### config.mk
export PLATFORM = sky130hd
export DESIGN_NAME = dmem_mmio_responder_flat
export DESIGN_NICKNAME = d
export VERILOG_FILES = /design/src/rtl/dmem_mmio_responder_if.sv /design/src/rtl/dmem_mmio_responder.sv /design/src/flat_wrapper.sv
export SDC_FILE = /design/constraint.sdc
export NUM_CORES = 1
export LEC_CHECK = 0
export CORE_ASPECT_RATIO = 1.75
export CORE_MARGIN = 5
export CORE_UTILIZATION = 40
export DETAILED_ROUTE_END_ITERATION = 7
export PLACE_DENSITY = 0.72
export SLEW_MARGIN = 5
export SYNTH_ARGS = -nofsm -noshare
export SYNTH_HDL_FRONTEND = slang
export SYNTH_SLANG_ARGS = --single-unit
### constraint.sdc
create_clock -name clock -period 2.77 [get_ports clock]
set_input_delay 0.4155 -clock clock [delete_from_list [all_inputs] [get_ports clock]]
set_output_delay 0.4155 -clock clock [all_outputs]
set_load 0.02 [all_outputs]
### src/rtl/dmem_mmio_responder_if.sv
// Bundles the data-memory bus and TX stream between processor/sink and the MMIO responder.
// No logic; signal timing is set by the responder (1-cycle registered reads).
// master drives address/data/wren/tx_ready, slave returns hit/read data and the TX stream.
interface dmem_mmio_responder_if;
    logic [11:0] address_dmem;  // word address from processor
    logic [31:0] data;          // store data from processor
    logic        wren;          // store enable
    logic        mmio_hit;      // registered: previous address was in the window
    logic [31:0] q_mmio;        // registered read data
    logic        tx_valid;      // FIFO head valid
    logic [31:0] tx_data;       // FIFO head word
    logic        tx_ready;      // sink accepts head

    modport master (
        output address_dmem, data, wren, tx_ready,
        input  mmio_hit, q_mmio, tx_valid, tx_data
    );

    modport slave (
        input  address_dmem, data, wren, tx_ready,
        output mmio_hit, q_mmio, tx_valid, tx_data
    );
endinterface

### src/rtl/dmem_mmio_responder.sv
// MMIO responder on dmem: TX FIFO, status, free-running cycle counter, scratch register.
// Reads return one cycle after the address (matches dmem syncram); TX head is combinational.
// TX stream is valid/ready; pushes into a full FIFO without a same-cycle pop are dropped and flag ovf.
// Ports: clock, reset (async active-low), bus (slave modport: address_dmem/data/wren in,
//        mmio_hit/q_mmio out, tx_valid/tx_data out, tx_ready in).
module dmem_mmio_responder #(
    parameter int          DEPTH = 8,
    parameter int          CNT_W = 4,
    parameter logic [11:0] BASE  = 12'hFF0
) (
    input  logic                        clock,
    input  logic                        reset,
    dmem_mmio_responder_if.slave        bus
);
    localparam int              PTR_W   = (DEPTH > 1) ? $clog2(DEPTH) : 1;
    localparam logic [CNT_W-1:0] DEPTH_C = CNT_W'(DEPTH);

    logic [31:0]      mem_q [DEPTH];
    logic [PTR_W-1:0] rd_ptr_q, rd_ptr_d;
    logic [PTR_W-1:0] wr_ptr_q, wr_ptr_d;
    logic [CNT_W-1:0] count_q, count_d;
    logic             ovf_q, ovf_d;
    logic [31:0]      cycle_q, cycle_d;
    logic [31:0]      scratch_q, scratch_d;
    logic             hit_q, hit_d;
    logic [31:0]      rdata_q, rdata_d;

    logic        sel;
    logic [3:0]  offset;
    logic        wr_sel;
    logic        empty, full;
    logic        pop, push_req, push_ok;
    logic [3:0]  count4;
    logic [31:0] status;
    logic [31:0] rd_mux;

    always_comb begin
        sel      = (bus.address_dmem[11:4] == BASE[11:4]);
        offset   = bus.address_dmem[3:0];
        wr_sel   = bus.wren & sel;
        empty    = (count_q == '0);
        full     = (count_q == DEPTH_C);
        pop      = ~empty & bus.tx_ready;
        push_req = wr_sel & (offset == 4'd0);
        // A full FIFO still takes a push when the head leaves on the same edge.
        push_ok  = push_req & (~full | pop);

        count4 = 4'(count_q);
        status = {25'b0, ovf_q, full, empty, count4};

        rd_mux = 32'h0;
        case (offset)
            4'd1:    rd_mux = status;
            4'd2:    rd_mux = cycle_q;
            4'd3:    rd_mux = scratch_q;
            default: rd_mux = 32'h0;
        endcase

        hit_d   = sel;
        rdata_d = sel ? rd_mux : 32'h0;

        rd_ptr_d = rd_ptr_q + PTR_W'(pop);
        wr_ptr_d = wr_ptr_q + PTR_W'(push_ok);

        count_d = count_q;
        case ({push_ok, pop})
            2'b10:   count_d = count_q + CNT_W'(1);
            2'b01:   count_d = count_q - CNT_W'(1);
            default: count_d = count_q;
        endcase

        // Clear first so a dropped push in the same cycle still leaves ovf set.
        ovf_d = ovf_q;
        if (wr_sel && offset == 4'd1 && bus.data[6]) ovf_d = 1'b0;
        if (push_req && !push_ok)                    ovf_d = 1'b1;

        cycle_d = cycle_q + 32'd1;
        if (wr_sel && offset == 4'd2) cycle_d = bus.data;

        scratch_d = scratch_q;
        if (wr_sel && offset == 4'd3) scratch_d = bus.data;
    end

    always_ff @(posedge clock or negedge reset) begin
        if (!reset) begin
            rd_ptr_q  <= '0;
            wr_ptr_q  <= '0;
            count_q   <= '0;
            ovf_q     <= 1'b0;
            cycle_q   <= 32'h0;
            scratch_q <= 32'h0;
            hit_q     <= 1'b0;
            rdata_q   <= 32'h0;
        end else begin
            rd_ptr_q  <= rd_ptr_d;
            wr_ptr_q  <= wr_ptr_d;
            count_q   <= count_d;
            ovf_q     <= ovf_d;
            cycle_q   <= cycle_d;
            scratch_q <= scratch_d;
            hit_q     <= hit_d;
            rdata_q   <= rdata_d;
        end
    end

    // Storage needs no reset: the head is masked by count, which is reset.
    always_ff @(posedge clock) begin
        if (push_ok) mem_q[wr_ptr_q] <= bus.data;
    end

    assign bus.mmio_hit = hit_q;
    assign bus.q_mmio   = rdata_q;
    assign bus.tx_valid = ~empty;
    assign bus.tx_data  = empty ? 32'h0 : mem_q[rd_ptr_q];
endmodule

### src/flat_wrapper.sv
// flat-port wrapper written by rule: the top's interface ports become plain ports
module dmem_mmio_responder_flat 
#(
    parameter int          DEPTH = 8,
    parameter int          CNT_W = 4,
    parameter logic [11:0] BASE  = 12'hFF0
)
  (clock, reset, bus_address_dmem, bus_data, bus_wren, bus_tx_ready, bus_mmio_hit, bus_q_mmio, bus_tx_valid, bus_tx_data);
  dmem_mmio_responder_if bus_i ();
  input  logic clock;
  input  logic reset;
  input wire logic [$bits(bus_i.address_dmem)-1:0] bus_address_dmem;
  input wire logic [$bits(bus_i.data)-1:0] bus_data;
  input wire logic [$bits(bus_i.wren)-1:0] bus_wren;
  input wire logic [$bits(bus_i.tx_ready)-1:0] bus_tx_ready;
  output wire logic [$bits(bus_i.mmio_hit)-1:0] bus_mmio_hit;
  output wire logic [$bits(bus_i.q_mmio)-1:0] bus_q_mmio;
  output wire logic [$bits(bus_i.tx_valid)-1:0] bus_tx_valid;
  output wire logic [$bits(bus_i.tx_data)-1:0] bus_tx_data;
  assign bus_i.address_dmem = bus_address_dmem;
  assign bus_i.data = bus_data;
  assign bus_i.wren = bus_wren;
  assign bus_i.tx_ready = bus_tx_ready;
  assign bus_mmio_hit = bus_i.mmio_hit;
  assign bus_q_mmio = bus_i.q_mmio;
  assign bus_tx_valid = bus_i.tx_valid;
  assign bus_tx_data = bus_i.tx_data;
  dmem_mmio_responder #(.DEPTH(DEPTH), .CNT_W(CNT_W), .BASE(BASE)) u_core (.clock(clock), .reset(reset), .bus(bus_i));
endmodule
Word-level counts from Yosys, hierarchy flattened
Memories as Yosys holds them, arrays and structs flattened.
Cells that the tools add are included.
W data, S select, Z words.
{"block": "op_classes", "n_mux": 9, "n_reduce_logical": 10, "bitwise": 7, "n_eq_ne": 7, "n_addsub": 5}
{"op": "$mux W32", "n": 3}
{"op": "$pmux W32 S3", "n": 1}
{"op": "$add A32 B1 Y32 const B", "n": 1}
{"op": "$eq A4 B2 Y1 const B", "n": 2}
{"op": "$eq A8 B8 Y1 const B", "n": 1}
{"op": "$logic_not A4 Y1", "n": 2}
{"op": "$pmux W4 S2", "n": 1}
{"op": "$add A3 B1 Y3", "n": 2}
{"op": "$logic_and A1 B1 Y1", "n": 5}
{"op": "$add A4 B1 Y4 const B", "n": 1}
{"op": "$and A1 B1 Y1", "n": 4}
{"op": "$eq A4 B1 Y1 const B", "n": 1}
{"op": "$eq A4 B4 Y1 const B", "n": 1}
{"op": "$mux W1", "n": 4}
{"op": "$reduce_bool A2 Y1", "n": 2}
{"op": "$sub A4 B1 Y4 const B", "n": 1}
{"op": "$eq A2 B1 Y1 const B", "n": 1}
{"op": "$eq A2 B2 Y1 const B", "n": 1}
{"op": "$not A1 Y1", "n": 2}
{"op": "$logic_not A1 Y1", "n": 1}
{"op": "$or A1 B1 Y1", "n": 1}
{"block": "totals", "mem_count": 1, "output_inout_bits": 66, "mem_bits_rw": 256, "regBits": 108, "inputBits": 48}
{"memory": "u_core.mem_q", "words": 8, "width": 32, "rd": 1, "rd_clocked_by_memory_dff": 0, "write_ports": 1, "line": "dmem_mmio_responder.sv:18", "rtl": "logic [31:0] mem_q [DEPTH];"}

Logic depth before layout (Yosys ltp)
{"block": "depth", "depth_word": 8, "ltp_mapped": 12, "mapped_depth_nobuf": 11}

Worst setup path before layout
Ideal clock, no wire load.
{"block": "synth_path", "kind": "input -> register", "startpoint": "in bus_address_dmem[1]", "endpoint": "mem u_core.mem_q[7][0], enable pin", "t_arrival_ns": 2.829, "path_stages": 5, "path_slack_ns": -0.480, "t_required_ns": 2.349, "setup_time_ns": 0.421, "path_cell_list": "nor3_2 -> or4b_4 -> nor3_4 -> nand2_2 -> nor2_1"}
{"block": "synth_via", "elab_chain_cells": 5}
{"item": "start: declaration", "line": "flat_wrapper.sv:12", "rtl": "input wire logic [$bits(bus_i.address_dmem)-1:0] bus_address_dmem;"}
{"item": "$logic_not A4 Y1", "line": "dmem_mmio_responder.sv:44", "rtl": "push_req = wr_sel & (offset == 4'd0);"}
{"item": "$and A1 B1 Y1", "line": "dmem_mmio_responder.sv:44"}
{"item": "$and A1 B1 Y1", "line": "dmem_mmio_responder.sv:46", "rtl": "push_ok = push_req & (~full | pop);"}
{"item": "$mux W1", "line": "dmem_mmio_responder.sv:108", "rtl": "if (push_ok) mem_q[wr_ptr_q] <= bus.data;"}
{"item": "$mux W1 (implied by the code)", "line": "dmem_mmio_responder.sv:108"}
{"item": "end: declaration", "line": "dmem_mmio_responder.sv:18"}
No other way between the ends.

Final worst setup path
{"block": "layout_path", "startpoint": "reg u_core.rd_ptr_q[0]", "endpoint": "out bus_tx_data[4]"}
{"block": "layout_via", "elab_chain_cells": 2}
{"item": "start: declaration", "line": "dmem_mmio_responder.sv:19", "rtl": "logic [PTR_W-1:0] rd_ptr_q, rd_ptr_d;"}
{"item": "start signal: assignment", "line": "dmem_mmio_responder.sv:95", "rtl": "rd_ptr_q <= rd_ptr_d;"}
{"item": "$mem_v2 Z8 W32"}
{"item": "$mux W32", "line": "dmem_mmio_responder.sv:114", "rtl": "assign bus.tx_data = empty ? 32'h0 : mem_q[rd_ptr_q];"}
{"item": "end: declaration", "line": "flat_wrapper.sv:19", "rtl": "output wire logic [$bits(bus_i.tx_data)-1:0] bus_tx_data;"}
No other way between the ends.

==> impl_metrics.csv <==
group,metric,value,unit
clocking,h-tree-depth,1,
finish,nets,1078,
clocking,numCtsBuffers,31,
worst_setup_path,worst_r2r_path_depth,11,
global_routing,grt_pass1_vias,8654,
sta,relSlewSlack,58.1,%
detailed_routing,vias,8159,
sta,min_period_over_period,99.0,%
synthesis,async_reset_ff_share,29.7,%
synthesis,synth.yosys.seq_area_share,71.4,%
global_routing,grt_max_degree,47,
worst_setup_path,path_depth,6,
place,place.gp.congestion,0.790,
synthesis,synth.distinct_cells,44,
synthesis,synth_top_area_share,52.8,%
worst_setup_path,endpoint_kind,"output pin",
clocking,cts_sinks,364,
synthesis,synth_largest_area_cell,"edfxtp_1",
synthesis,syn_area,0.0146,mm²
floorplanning,die_h,262,µm
global_routing,antenna_found_initial,1,
sta,fmax,365,MHz
sta,period_needed,2.74,ns
detailed_routing,dr.first_iter.drc_count,550,
sta,tns,0,ns
job,maxCapViolCount,0,
sta,finClkSkew,0.0125,ns
worst_setup_path,crit_chain,"buf_16, buf_12, mux4_2, mux2i_2, nor2_1, buf_4",
sta,setup_viol_count_final,0,
worst_setup_path,cp.buffers_inverters,3,
worst_setup_path,required,2.35,ns
detailed_routing,detail-route-antenna-nets,0,
detailed_routing,drtPass1Iterations,5,
place,hpwl,22200,µm
clocking,clock_latency,0.56,ns
clocking,cts_tree,"yes",
global_routing,grt_overflow,0,
worst_setup_path,cp-start-kind,"flip-flop",
detailed_routing,wl,33600,µm
synthesis,synth.area.top_cells,"edfxtp_1, dfrtp_1, mux4_2",
synthesis,syn_avg_cell_area,17.1,µm²
sta,hold_violations,0,
global_routing,grt_pass1_wl,51800,µm
synthesis,ys.flop_type,"edfxtp_1",
clocking,clk_path_buf_depth,3,
status,outcome,"finished clean",
detailed_routing,wire_per_inst,22.2,µm
pwr,ir_worst_vdd,573,µV
pwr,leakagePower,0.00640,µW
sta,rsz0062_at_grt,"true",
clocking,cts_root_buffer,"clkbuf_16",
synthesis,ys_ff_latch,364,
finish,area_growth,24.1,%
worst_setup_path,cp_top_family,"multiplexers",
synthesis,synthCells,851,
floorplanning,placementRows,92,
worst_setup_path,crit_type,"reg2out",
hold_path,holdCritPathClass,"in2async",
sta,worstMarginPinSlew,0.626,ns
floorplanning,initial_core_util,40.4,%
pwr,powerDensity,873,mW/mm²
detailed_routing,routed_via_density,5.38,
floorplanning,die_area,0.0405,mm²
finish,finalNonFillerCells,1517,
sta,drv_slew,0,
floorplanning,io_pins,114,
worst_setup_path,cpMaxStageDelayCell,"mux4_2",
synthesis,ys_warn_count,0,
synthesis,syn-num-nets,907,
finish,drive_gt1_share,26.4,%
worst_setup_path,crit_fanout,8,
synthesis,synth_edf_count,256,
place,io_buffer_count,113,
floorplanning,die_w,154,µm
place,dp.cells,1446,
global_routing,grt_util_all_layers,16.6,%
detailed_routing,route.detailed.drc,0,
floorplanning,core_area,0.0360,mm²
clocking,clkTransAtPathRegs,0.07,ns
worst_setup_path,cpPeakStageDelay,0.54,ns
worst_setup_path,cp.arrival,2.33,ns
## kinds of logic (layout without fill, tap and decap cells)
group           count (synthesis)  after routing  synth area share, %
fa+ha+maj                       8              8                0.688
xor+xnor                       37             37                 2.23
mux                           129            129                 14.6
flops                         364            364                 71.4
buf+inv                        51            246                 1.49
compound gates                 72             72                 3.20
simple gates                  190            190                 6.39
other cells                     0              1                    0
## path summary, 6_finish.rpt
| check | start | to | slack (ns) |
|---|---|---|---|
| worst max-delay path | u_core.rd_ptr_q[0]$_DFF_PN0_ | bus_tx_data[4] | 0.03 |
| max in group asynchronous | reset | u_core.scratch_q[16]$_DFFE_PN0P_ | 1.53 |
| worst min register to register | u_core.scratch_q[5]$_DFFE_PN0P_ | u_core.scratch_q[5]$_DFFE_PN0P_ | 0.50 |
| worst min-delay path | reset | u_core.scratch_q[23]$_DFFE_PN0P_ | 0.39 |
| min in group clock | u_core.scratch_q[5]$_DFFE_PN0P_ | u_core.scratch_q[5]$_DFFE_PN0P_ | 0.50 |
| worst max register to register | u_core.count4[1]$_DFFE_PN0P_ | u_core.count4[2]$_DFFE_PN0P_ | 0.43 |
## placed cells by master, fill, tap and decap left out, types with 16 or more instances in the layout
cell / count
o21ai_0: 19
buf_2: 22
mux2_2: 29
nor2_1: 82
dfrtp_1: 104
xor2_1: 26
buf_12: 27
nand4_1: 16
mux4_2: 64
clkdlybuf4s50_1: 79
buf_4: 41
a22oi_1: 26
edfxtp_1: 256
mux2i_1: 27
nand2_1: 34
clkbuf_16: 32
## power breakdown
part | internal (µW) | switching (µW) | total [µW]
sequential | 6050 | 382 | 6440
clock | 2370 | 1890 | 4260
combinational | 2500 | 2560 | 5070
total | 10900 | 4840 | 15800
## through the flow
| stage | utilization [%] | hold slack, ns | area (µm²) | worst slack, ns | power (µW) |
|---|---|---|---|---|---|
| 2_1_floorplan | - | 0.120 | 14600 | -0.480 | 9370 |
| 3_3_place_gp | 46.8 | 0.445 | 16900 | -0.207 | 11400 |
| 3_5_place_dp | 46.8 | 0.451 | 16900 | -0.279 | 11400 |
| 4_1_cts | 50.0 | 0.394 | 18000 | -0.0406 | 15800 |
| 5_1_grt | 50.1 | 0.461 | 18100 | -0.0482 | 16500 |
| 6_report | 50.1 | 0.391 | 18100 | 0.0280 | 15800 |
## synth_stat cells (all sizes together) (18+ instances only)
cell type    n
xor2        26
nor2        92
nand2       35
mux2        32
o21ai       22
dfrtp      108
clkbuf      27
mux4        64
a22oi       26
buf         18
mux2i       33
edfxtp     256
## worst reg2reg max path, cell delays in order (launching register included)
cell,delay (ns)
dfrtp_1,0.51
nor3_1,0.34
and3b_1,0.28
nor3_4,0.05
inv_1,0.08
ha_1,0.17
xor2_1,0.07
ha_1,0.19
a21oi_1,0.15
xor2_1,0.17
nor2_1,0.07
xor2_1,0.14
## registers in the layout, summed over array words and instances, names as in the netlist
name and count:
u_core.bus.mmio_hit 1, u_core.bus.q_mmio 32, u_core.count4 4, u_core.cycle_q 32
u_core.mem_q 256, u_core.ovf_q 1, u_core.rd_ptr_q 3, u_core.scratch_q 32
u_core.wr_ptr_q 3
## cell type report
| cell class | instances | area [µm²] |
|---|---|---|
| clock inverter | 15 | 153 |
| inverter | 6 | 22.5 |
| fill | 2944 | 18000 |
| tap | 470 | 588 |
| multi-input combinational | 436 | 4070 |
| antenna | 1 | 2.50 |
| sequential | 364 | 10400 |
| clock buffer | 42 | 857 |
| timing repair buffer | 183 | 1970 |
## layer usage
metal	part of all wire, %	vias up	track usage, %
li1	-	3628	-
met1	38	4223	19.7
met2	56	265	31.2
met3	4.4	43	1.80
met4	2.2	0	5.06
met5	0	-	0
## timing repair
item / in CTS / in global routing
endpoints found under the hold margin: 38 / 0
gates resized for setup: 144 / 26
setup endpoints to repair: 33 / 27
hold buffers: 1 / 0
pin swaps: 0 / 3
buffers inserted: 10 / 0
gates cloned: 3 / 1
No activity file was read; power rests on OpenSTA's default activity.
